[src/rtl/credit_tx.sv]
// Transmit side of a credit-based link: forwards upstream words to a remote FIFO
// only while credits remain, and tracks returned credits with overflow detection.
module credit_tx #(
   parameter  int WIDTH   = 32,
   parameter  int CREDITS = 8,
   localparam int CNT_W   = $clog2(CREDITS + 1)
) (
   input  logic             clk,
   input  logic             reset,
   input  logic [WIDTH-1:0] data_in,
   input  logic             data_in_val,
   output logic             data_in_rdy,
   output logic [WIDTH-1:0] tx_data,
   output logic             tx_val,
   input  logic             credit_ret,
   output logic [CNT_W-1:0] credits_avail,
   output logic             idle,
   output logic             credit_err
);

   localparam logic [CNT_W-1:0] FULL = CNT_W'(CREDITS);

   logic [CNT_W-1:0] r_cnt;
   logic [WIDTH-1:0] r_tx_data;
   logic             r_tx_val;
   logic             r_credit_err;

   logic             w_accept;
   logic             w_overflow;
   logic [CNT_W-1:0] w_cnt_next;

   // Ready looks only at the registered count so a same-cycle return never bypasses.
   assign data_in_rdy = (r_cnt != {CNT_W{1'b0}});
   assign w_accept    = data_in_val && data_in_rdy;
   assign w_overflow  = credit_ret && !w_accept && (r_cnt == FULL);

   // Next credit count: decrement on accept, increment on return, saturate at full.
   always_comb begin
      w_cnt_next = r_cnt;
      case ({w_accept, credit_ret})
         2'b10: w_cnt_next = r_cnt - {{(CNT_W-1){1'b0}}, 1'b1};
         2'b01: begin
            if (w_overflow) begin
               w_cnt_next = r_cnt;
            end else begin
               w_cnt_next = r_cnt + {{(CNT_W-1){1'b0}}, 1'b1};
            end
         end
         default: w_cnt_next = r_cnt;
      endcase
   end

   // Credit counter, transmit register and sticky error flag.
   always_ff @(posedge clk) begin
      if (reset) begin
         r_cnt        <= FULL;
         r_tx_data    <= {WIDTH{1'b0}};
         r_tx_val     <= 1'b0;
         r_credit_err <= 1'b0;
      end else begin
         r_cnt    <= w_cnt_next;
         r_tx_val <= w_accept;
         if (w_accept) begin
            r_tx_data <= data_in;
         end
         if (w_overflow) begin
            r_credit_err <= 1'b1;
         end
      end
   end

   assign tx_data       = r_tx_data;
   assign tx_val        = r_tx_val;
   assign credits_avail = r_cnt;
   assign credit_err    = r_credit_err;
   assign idle          = (r_cnt == FULL) && !r_tx_val;

endmodule
[config.mk]
export PLATFORM = sky130hd
export DESIGN_NAME = credit_tx
export DESIGN_NICKNAME = d
export VERILOG_FILES = /design/src/rtl/credit_tx.sv
export SDC_FILE = /design/constraint.sdc
export NUM_CORES = 1
export LEC_CHECK = 0
export CORE_MARGIN = 8
export CORE_UTILIZATION = 39
export DETAILED_ROUTE_END_ITERATION = 8
export GPL_TIMING_DRIVEN = 0
export PLACE_DENSITY = 0.79
export SLEW_MARGIN = 10
export SYNTH_ARGS = -nofsm -noshare
export SYNTH_HDL_FRONTEND = slang
export SYNTH_SLANG_ARGS = --single-unit
[constraint.sdc]
create_clock -name clk -period 3 [get_ports clk]
set_input_delay 0.75 -clock clk [delete_from_list [all_inputs] [get_ports clk]]
set_output_delay 0.75 -clock clk [all_outputs]
set_load 0.05 [all_outputs]
==> flow_summary.json <==
{
  "status": "finished clean",
  "worstSetupPathType": "in2reg",
  "cts.clk_slew.worst_paths_ns": 0.08,
  "insertion_delay_ns": 0.29,
  "finalSetupViolCount": 0,
  "gp_congestion": 0.730,
  "comb_power_share": 0.419,
  "overflow": 0,
  "yosysWarningCount": 0,
  "clockRootBuffer": "clkbuf_8",
  "vias": 1442,
  "p_total_mw": 2.02,
  "wl_per_cell_um": 13.5,
  "setup_slack_ns": 0.203,
  "grtUsageTotal": 0.141,
  "grt_pass1_wl_um": 6940,
  "ant_nets": 0,
  "max_slew_margin": 0.650,
  "drc": 0,
  "setup_tns_ns": 0,
  "layout_min_cycle_time_ns": 2.80,
  "seq_area_frac_synth": 0.510,
  "clkPwrFrac": 0.257,
  "hold_path_end": "tx_data[6]$_SDFFE_PP0P_",
  "grt_pass1_vias": 1427,
  "ys_types": 23,
  "dr.pass1.iters": 4,
  "area_growth_pct": 63.1,
  "dieArea_um2": 6060,
  "fmax_mhz": 358,
  "antenna_cells": 0,
  "grt_max_degree": 14,
  "timing.rr.start": "credits_avail[1]$_SDFFE_PP0P_",
  "startpoint_type": "input pin",
  "avgSynthCellArea_um2": 8.28,
  "dr.first_iter.drc_count": 57,
  "synthesis.nets": 219,
  "syn_area_um2": 1490,
  "hp-start": "tx_data[6]$_SDFFE_PP0P_",
  "n_fill_cell": 335,
  "reg2regPathDepth": 8,
  "dp_hpwl_um": 3170,
  "hold_class": "reg2reg",
  "synthCells": 180,
  "ir_drop_mv": 0.455,
  "drive_above_1_share": 0.0687,
  "portBuffers": 74,
  "fin_crit_sh": 0.932,
  "vias_per_cell": 4.65,
  "p_seq_frac": 0.324,
  "h-tree-depth": 2,
  "design_area_um2": 2430,
  "cp.required_ns": 3.22,
  "skew_ns": 0.00537,
  "end_kind": "flip-flop",
  "rsz0062_at_grt": "no",
  "pre_cts_ws_ns": -0.114,
  "instances_no_fill": 310,
  "hold_viol_final": 0,
  "p_leak_nw": 0.956,
  "ys_ff_latch": 38,
  "timing.rr.end": "credits_avail[3]$_SDFFE_PP1P_",
  "worst-r2r-setup-slack_ns": 0.40,
  "crit_fanout": 10,
  "slew_viol_final": 0,
  "swShare": 0.393,
  "grt_antenna_before_repair": 0,
  "die_h_um": 77.8,
  "core_area_um2": 3660,
  "worstMarginPinSlew_ns": 0.523,
  "clockBufferDepth": 2,
  "die_w_um": 77.8,
  "final_nets": 300,
  "io_pins": 76,
  "initial_core_util": 0.407,
  "power_density_nw_per_um2": 831,
  "cap_violations": 0,
  "cts.sinks": 38,
  "cts_tree": "built",
  "hold_ws_ns": 0.454,
  "rows": 22,
  "p_sw_mw": 0.794,
  "cts_inserted_buffers": 5,
  "internal-power_mw": 1.23,
  "wl_um": 4180,
  "placed_cells": 302,
  "hold_depth": 2,
  "utilization": 0.664,
  "place_area_um2": 2290,
  "arrival_ns": 3.01
}
==> worst max path at each step <==
stage	startpoint	end
2_1_floorplan	credits_avail[1]$_SDFFE_PP0P_	idle
3_3_place_gp	data_in_val	credits_avail[3]$_SDFFE_PP1P_
3_5_place_dp	data_in_val	credits_avail[3]$_SDFFE_PP1P_
4_1_cts	credits_avail[1]$_SDFFE_PP0P_	idle
5_1_grt	data_in_val	credits_avail[3]$_SDFFE_PP1P_
6_report	data_in_val	credits_avail[3]$_SDFFE_PP1P_
==> synthesized netlist by cell type <==
| cell type | count | area share |
|---|---|---|
| a211o_1 | 1 | 0.0059 |
| a211oi_1 | 1 | 0.0050 |
| a21boi_1 | 1 | 0.0050 |
| a21oi_1 | 37 | 0.12 |
| a221oi_4 | 1 | 0.018 |
| and3_1 | 1 | 0.0042 |
| buf_2 | 6 | 0.020 |
| clkbuf_1 | 4 | 0.010 |
| dfxtp_1 | 38 | 0.51 |
| fa_1 | 1 | 0.013 |
| ha_1 | 2 | 0.017 |
| inv_1 | 2 | 0.0050 |
| mux2i_1 | 1 | 0.0067 |
| nand2_1 | 67 | 0.17 |
| nand3_1 | 1 | 0.0034 |
| nor2_1 | 7 | 0.018 |
| nor3_2 | 1 | 0.0067 |
| o211ai_1 | 1 | 0.0050 |
| o21ba_2 | 1 | 0.0067 |
| o31a_1 | 1 | 0.0059 |
| o41ai_4 | 1 | 0.018 |
| or2b_1 | 1 | 0.0050 |
| xnor2_1 | 3 | 0.018 |
==> area by class of cell <==
type | instances | area (um^2) | share of cell area
Multi-Input combinational cell | 130 | 677 | 0.278
Buffer | 10 | 45.0 | 0.0185
Clock buffer | 5 | 68.8 | 0.0283
Inverter | 2 | 7.51 | 0.00309
Tap cell | 48 | 60.1 | 0.0247
Clock inverter | 3 | 68.8 | 0.0283
Timing Repair Buffer | 74 | 743 | 0.306
Sequential cell | 38 | 761 | 0.313
==> critical path, cell delays in order <==
cell and delay [ns]:
clkdlybuf4s50_1 0.54, o41ai_4 0.15, buf_2 0.32, nand2_1 0.15, ha_1 0.39, nand3_1 0.13, and3_1 0.22, a211o_1 0.28
o211ai_1 0.08
==> flip-flops by register name (all words and copies together) (netlist names) <==
| register | cells |
|---|---|
| tx_val | 1 |
| credit_err | 1 |
| credits_avail | 4 |
| tx_data | 32 |
==> routing by layer <==
metal,up-vias,GRT usage,part of all wire
li1,752,-,-
met1,641,0.159,0.41
met2,42,0.221,0.47
met3,7,0.0668,0.098
met4,0,0.0679,0.018
met5,-,0,0
==> placed cells by master, fill, tap and decap left out, drive strengths merged <==
master,Yosys,routed
a221oi,1,1
inv,2,2
and3,1,1
o21ba,1,1
nand2,67,67
or2b,1,1
a21boi,1,1
clkbuf,4,9
ha,2,2
o41ai,1,1
dfxtp,38,38
fa,1,1
a21oi,37,37
o31a,1,1
nand3,1,1
clkdlybuf4s50,0,73
nor2,7,7
xnor2,3,3
a211oi,1,1
clkinv,0,1
buf,6,6
dlymetal6s2s,0,1
a211o,1,1
o211ai,1,1
mux2i,1,1
nor3,1,1
bufinv,0,2
==> timing repair <==
action,4_1_cts,5_1_grt
hold buffers,0,0
gates resized for setup,0,1
setup buffers,0,0
setup endpoints to repair,0,1
==> power by group through the flow <==
stage / clock, mW / sequential [mW] / combinational (mW)
floorplan: 0 / 0.906 / 0.333
detailed placement: 0 / 0.668 / 0.855
CTS: 0.530 / 0.655 / 0.858
finish: 0.520 / 0.655 / 0.846
global placement: 0 / 0.663 / 0.844
global route: 0.552 / 0.667 / 0.907
==> cell families after synthesis <==
logic type | share of synthesized area
AOI/OAI and AO/OA | 0.194
xor gates and xnor gates | 0.0176
adders and majority gates | 0.0302
buffers and inverters | 0.0353
DFF | 0.510
muxes | 0.00672
and+or+nand+nor | 0.206
Power figures use the tool's default switching activity.
